**src/rtl/tone_meter.sv**
```systemverilog
// Recovers the period of a square-wave tone as a clock-cycle count and flags mute and frequency lock.
// state   | meaning
// S_MUTE  | no tone; waiting for a first rising edge to use as reference
// S_ARM   | reference edge seen; waiting for the first measurable period
// S_TRACK | periods being reported; lock tracking active
module tone_meter #(
    parameter logic [27:0] TIMEOUT    = 28'd2_500_000,
    parameter logic [27:0] MIN_PERIOD = 28'd16,
    parameter logic [27:0] TOLERANCE  = 28'd4,
    parameter logic [2:0]  LOCK_COUNT = 3'd3
) (
    input  logic        clock_in,
    input  logic        reset_n,
    input  logic        tone_in,
    output logic [27:0] period_out,
    output logic        period_valid,
    output logic        mute_out,
    output logic        locked
);

    typedef enum logic [1:0] {
        S_MUTE  = 2'd0,
        S_ARM   = 2'd1,
        S_TRACK = 2'd2
    } state_t;

    localparam logic [27:0] CNT_MAX = '1;

    state_t      state_q, state_d;
    logic        sync1_q, sync2_q, dly_q;
    logic [27:0] cnt_q, cnt_d;
    logic [27:0] period_q, period_d;
    logic [27:0] prev_q, prev_d;
    logic        valid_q, valid_d;
    logic        mute_q, mute_d;
    logic        locked_q, locked_d;
    logic [2:0]  match_q, match_d;
    logic [2:0]  match_inc;
    logic [27:0] captured, diff;
    logic        rise, accept, timeout;

    assign rise      = sync2_q & ~dly_q;
    assign captured  = cnt_q + 28'd1;
    assign diff      = (captured >= prev_q) ? (captured - prev_q) : (prev_q - captured);
    assign accept    = rise && (state_q != S_MUTE) && (captured >= MIN_PERIOD);
    assign timeout   = (state_q != S_MUTE) && (cnt_q == TIMEOUT - 28'd1);
    assign match_inc = (match_q == LOCK_COUNT) ? match_q : match_q + 3'd1;

    always_ff @(posedge clock_in or negedge reset_n) begin
        if (!reset_n) begin
            sync1_q  <= 1'b0;
            sync2_q  <= 1'b0;
            dly_q    <= 1'b0;
            state_q  <= S_MUTE;
            cnt_q    <= '0;
            period_q <= '0;
            prev_q   <= '0;
            valid_q  <= 1'b0;
            mute_q   <= 1'b1;
            locked_q <= 1'b0;
            match_q  <= '0;
        end else begin
            sync1_q  <= tone_in;
            sync2_q  <= sync1_q;
            dly_q    <= sync2_q;
            state_q  <= state_d;
            cnt_q    <= cnt_d;
            period_q <= period_d;
            prev_q   <= prev_d;
            valid_q  <= valid_d;
            mute_q   <= mute_d;
            locked_q <= locked_d;
            match_q  <= match_d;
        end
    end

    always_comb begin
        state_d  = state_q;
        cnt_d    = (cnt_q == CNT_MAX) ? cnt_q : cnt_q + 28'd1;
        period_d = period_q;
        prev_d   = prev_q;
        valid_d  = 1'b0;
        mute_d   = mute_q;
        locked_d = locked_q;
        match_d  = match_q;
        unique case (state_q)
            S_MUTE: begin
                if (rise) begin
                    state_d = S_ARM;
                    cnt_d   = '0;
                end
            end
            S_ARM, S_TRACK: begin
                // An accepted rise wins over a timeout landing in the same cycle.
                if (accept) begin
                    state_d  = S_TRACK;
                    cnt_d    = '0;
                    period_d = captured;
                    prev_d   = captured;
                    valid_d  = 1'b1;
                    mute_d   = 1'b0;
                    if (state_q == S_ARM) begin
                        match_d = '0;
                    end else if (diff <= TOLERANCE) begin
                        match_d = match_inc;
                        if (match_inc == LOCK_COUNT) locked_d = 1'b1;
                    end else begin
                        match_d  = '0;
                        locked_d = 1'b0;
                    end
                end else if (timeout) begin
                    state_d  = S_MUTE;
                    cnt_d    = '0;
                    period_d = '0;
                    mute_d   = 1'b1;
                    locked_d = 1'b0;
                    match_d  = '0;
                end
            end
            default: state_d = S_MUTE;
        endcase
    end

    assign period_out   = period_q;
    assign period_valid = valid_q;
    assign mute_out     = mute_q;
    assign locked       = locked_q;

endmodule

```
**config.mk**
```make
export PLATFORM = sky130hd
export DESIGN_NAME = tone_meter
export DESIGN_NICKNAME = d
export VERILOG_FILES = /design/src/rtl/tone_meter.sv
export SDC_FILE = /design/constraint.sdc
export NUM_CORES = 1
export LEC_CHECK = 0
export BUFFER_PORTS_ARGS = -buffer_cell sky130_fd_sc_hd__clkbuf_2
export CORE_MARGIN = 2
export CORE_UTILIZATION = 52
export DETAILED_ROUTE_END_ITERATION = 7
export PLACE_DENSITY = 0.76
export REMOVE_ABC_BUFFERS = 1
export SLEW_MARGIN = 10
export SYNTH_ARGS = -nofsm -noshare
export SYNTH_HDL_FRONTEND = slang
export SYNTH_SLANG_ARGS = --single-unit
```
**constraint.sdc**
```tcl
create_clock -name clock_in -period 4.55 [get_ports clock_in]
set_clock_uncertainty 0.15 [all_clocks]
set_input_delay 0.2275 -clock clock_in [delete_from_list [all_inputs] [get_ports clock_in]]
set_output_delay 0.2275 -clock clock_in [all_outputs]
set_load 0.05 [all_outputs]
```
==> metrics <==
status completed; Critical R2R Capture match_q[1]; vias per cell 6.09; Post-synth EDFFs 0; RSZ-0062 raised after global routing yes; Pwr Density 452 mW/mm2; Yosys cell types between 70 and 80; final slew viol count 0; reg-to-reg startpoint cnt_q[0]; Num CTS Buffers 9; Netlist Area Pre-Place just under 0.008 mm2; CP max FO 4; slowest CP cell a221oi_2; ANT nets after route 0; most frequent cell after synthesis a21oi_1; top-area cell type share of the netlist area between 20% and 30%; Worst VDD drop around 0.45 mV; leakage 5.40 nW; Final Hold Viols 0; post-synthesis sequential area ratio 30.0%; Die Span X 128 um; diode count 0; Reg2Reg Depth 20; fin cells between 1000 and 1500; die area around 0.016 mm2; ys async rst share between 90% and 100%; drc violations 0; fin nets 1275; CP required around 4.7 ns; Final period util 99.4%; worst-path cell chain buf_6 -> nand4_1 -> nor3_2 -> buf_4 -> nand2_2 -> xor2_2 -> buf_4 -> ha_1 -> a21oi_1 -> o21ai_0 -> a221oi_2 -> nand3_1 -> a221oi_2 -> mux2i_2 -> xnor2_1 -> nand3_1 -> nor4_2 -> buf_4 -> a31oi_1 -> o22ai_1; proportion of layout cells with a drive suffix above 1 between 30% and 40%; max frequency 221 MHz; cell count after synthesis 1002; Hold Crit Start sync1_q; register bit total from synthesis 95; total gr overflow 0; number of global-route vias before repair about 8200; Max-Cap Viols 0; min Tclk post-route ~4.5 ns; Worst-path clk slew 0.07 ns; CTS tree yes; data arrival time of the worst path 4.65 ns; Slew HR 55.5%; commonest cells in the synthesized netlist a21oi_1, dfrtp_1, nand2_1; I/O pin count 34; worst hold path type reg -> reg; fillers between 1000 and 1500; GP Congestion about 1.1; CP peak stage delay roughly 0.44 ns; Die Y about 130 um; largest net degree at the start of global routing 54; area of the core roughly 0.015 mm2; r2r setup slk between 0.02 and 0.03 ns; dpl cells about 1400; CP Class reg -> reg; IO Port Bufs 33; htree depth 3; Yosys top cell by area dfrtp_1; Avg Cell Area, Syn a little under 8 um2; FP Rows 45; clock latency on the worst-skew pair between 0.3 and 0.4 ns; Global Route Usage Sum 34.3%; Final Util 72.2%; Final HPWL DP around 22 mm; setup violators final 0; first-pass GRT wire length about 44 mm; Hold Path End sync2_q; Initial DRC Count slightly below 900; antenna violations before repair 0; Slew @ Worst Pin about 0.66 ns; main area contributors after synthesis dfrtp_1, ha_1, a21oi_1, nand2_1, o21ai_0; hold depth 0; startpoint types flop; yosys warns 0; most numerous cell on the critical path buf_4; total wire length 28.3 mm; root buf cell clkbuf_16; vias 8557; Clock Sinks 95; drt pass-1 iters 5; area added between synthesis and finish 36.8%; DR WL/cell around 20 um; starting density of the core 52.8%; crit path from cnt_q[0]; Bufs on Longest Clock Path 2; Power Total 4.91 mW; predominant post-synthesis flop cell dfrtp_1; Crit. End Element flop
==> registers in the layout (all words and copies together), names as in the netlist <==
signal and flops:
locked 1, period_out 28, sync1_q 1, period_valid 1, cnt_q 28, prev_q 28, sync2_q 1, state_q 2
match_q 3, mute_out 1, dly_q 1
==> worst max-delay path, delay by kind of cell, from the launching register on <==
family | cells | cell delay [ns]
AO/OA/AOI/OAI | 6 | 1.35
XOR/XNOR | 2 | 0.40
adder cells (fa/ha/maj) | 1 | 0.26
buffers and inverters | 4 | 0.61
flip-flops | 1 | 0.39
multiplexers | 1 | 0.11
AND/OR/NAND/NOR | 6 | 1.18
==> cell families (layout without fill, tap and decap cells) <==
family                   count (synthesis)  after routing  share of synthesized area (%)
AO/OA/AOI/OAI                          332            332                           26.6
flip-flops                              95             95                           30.0
buffers and inverters                  132            346                           6.95
XOR/XNOR                                50             50                           5.52
AND/OR/NAND/NOR                        325            325                           20.5
adder cells (fa/ha/maj)                 61             61                           9.61
multiplexers                             7              7                          0.898
==> power by group <==
part | switching (mW) | internal (mW)
clock | 0.352 | 0.383
sequential | 0.0259 | 0.874
combinational | 1.77 | 1.51
==> worst max path at each step <==
| stage | slack (ns) | endpoint | cells past startpoint |
|---|---|---|---|
| after floorplan | -0.40 | match_q[1] | 18 |
| after detailed placement | -0.45 | match_q[1] | 21 |
| after CTS | 0.009 | match_q[1] | 21 |
| final | 0.03 | match_q[1] | 20 |
| after global routing | -0.18 | match_q[1] | 23 |
| after global placement | -0.40 | match_q[1] | 20 |
==> metrics by stage <==
stage,hold slack [ns],worst slack [ns],setup TNS (ns),instance area [um2]
final,0.205,0.0291,0,10900
after global routing,0.208,-0.179,-0.462,10900
after CTS,0.207,0.00933,0,10200
after detailed placement,0.103,-0.447,-1.51,9600
after global placement,0.0950,-0.397,-1.35,9600
after floorplan,-0.218,-0.404,-1.39,7680
==> cells in the final DEF, fill, tap and decap left out, drive strengths merged, types with 9 or more instances in the layout <==
cell / Yosys / final
buf: 25 / 217
a21oi: 135 / 135
dfrtp: 94 / 94
nand2: 93 / 93
inv: 79 / 82
o21ai: 69 / 69
nor2: 68 / 68
ha: 61 / 61
clkbuf: 28 / 41
nand3: 31 / 31
nand4: 29 / 29
xnor2: 27 / 27
nor3: 26 / 26
xor2: 23 / 23
a21o: 20 / 20
nor4: 20 / 20
o21a: 11 / 11
o211ai: 11 / 11
a31oi: 11 / 11
o21bai: 10 / 10
and3: 9 / 9
a211oi: 9 / 9
==> timing repair <==
action	4_1_cts	5_1_grt
gates resized for setup	57	122
endpoints found under the setup margin	4	4
pin swaps	14	60
hold buffers	2	0
hold endpoints to repair	44	0
buffers inserted	5	13
==> layout make-up <==
type                    instances  area (um2)  share of cell area [%]
clock buffers                   9         225                    2.07
clock inverters                 7        62.6                   0.576
inverters                      79         300                    2.77
multi-input cells             775        5780                    53.3
flip-flops and latches         95        2380                    21.9
well taps                     188         235                    2.17
repair buffers                251        1870                    17.2
==> layer usage <==
layer / vias up / wire length (um) / global-route usage (%)
li1: 4024 / - / -
met1: 4153 / 12500 / 48.7
met2: 322 / 13100 / 54.0
met3: 58 / 1680 / 3.73
met4: 0 / 1030 / 13.5
met5: - / 0 / 0
(Power assumes the default switching activity.)
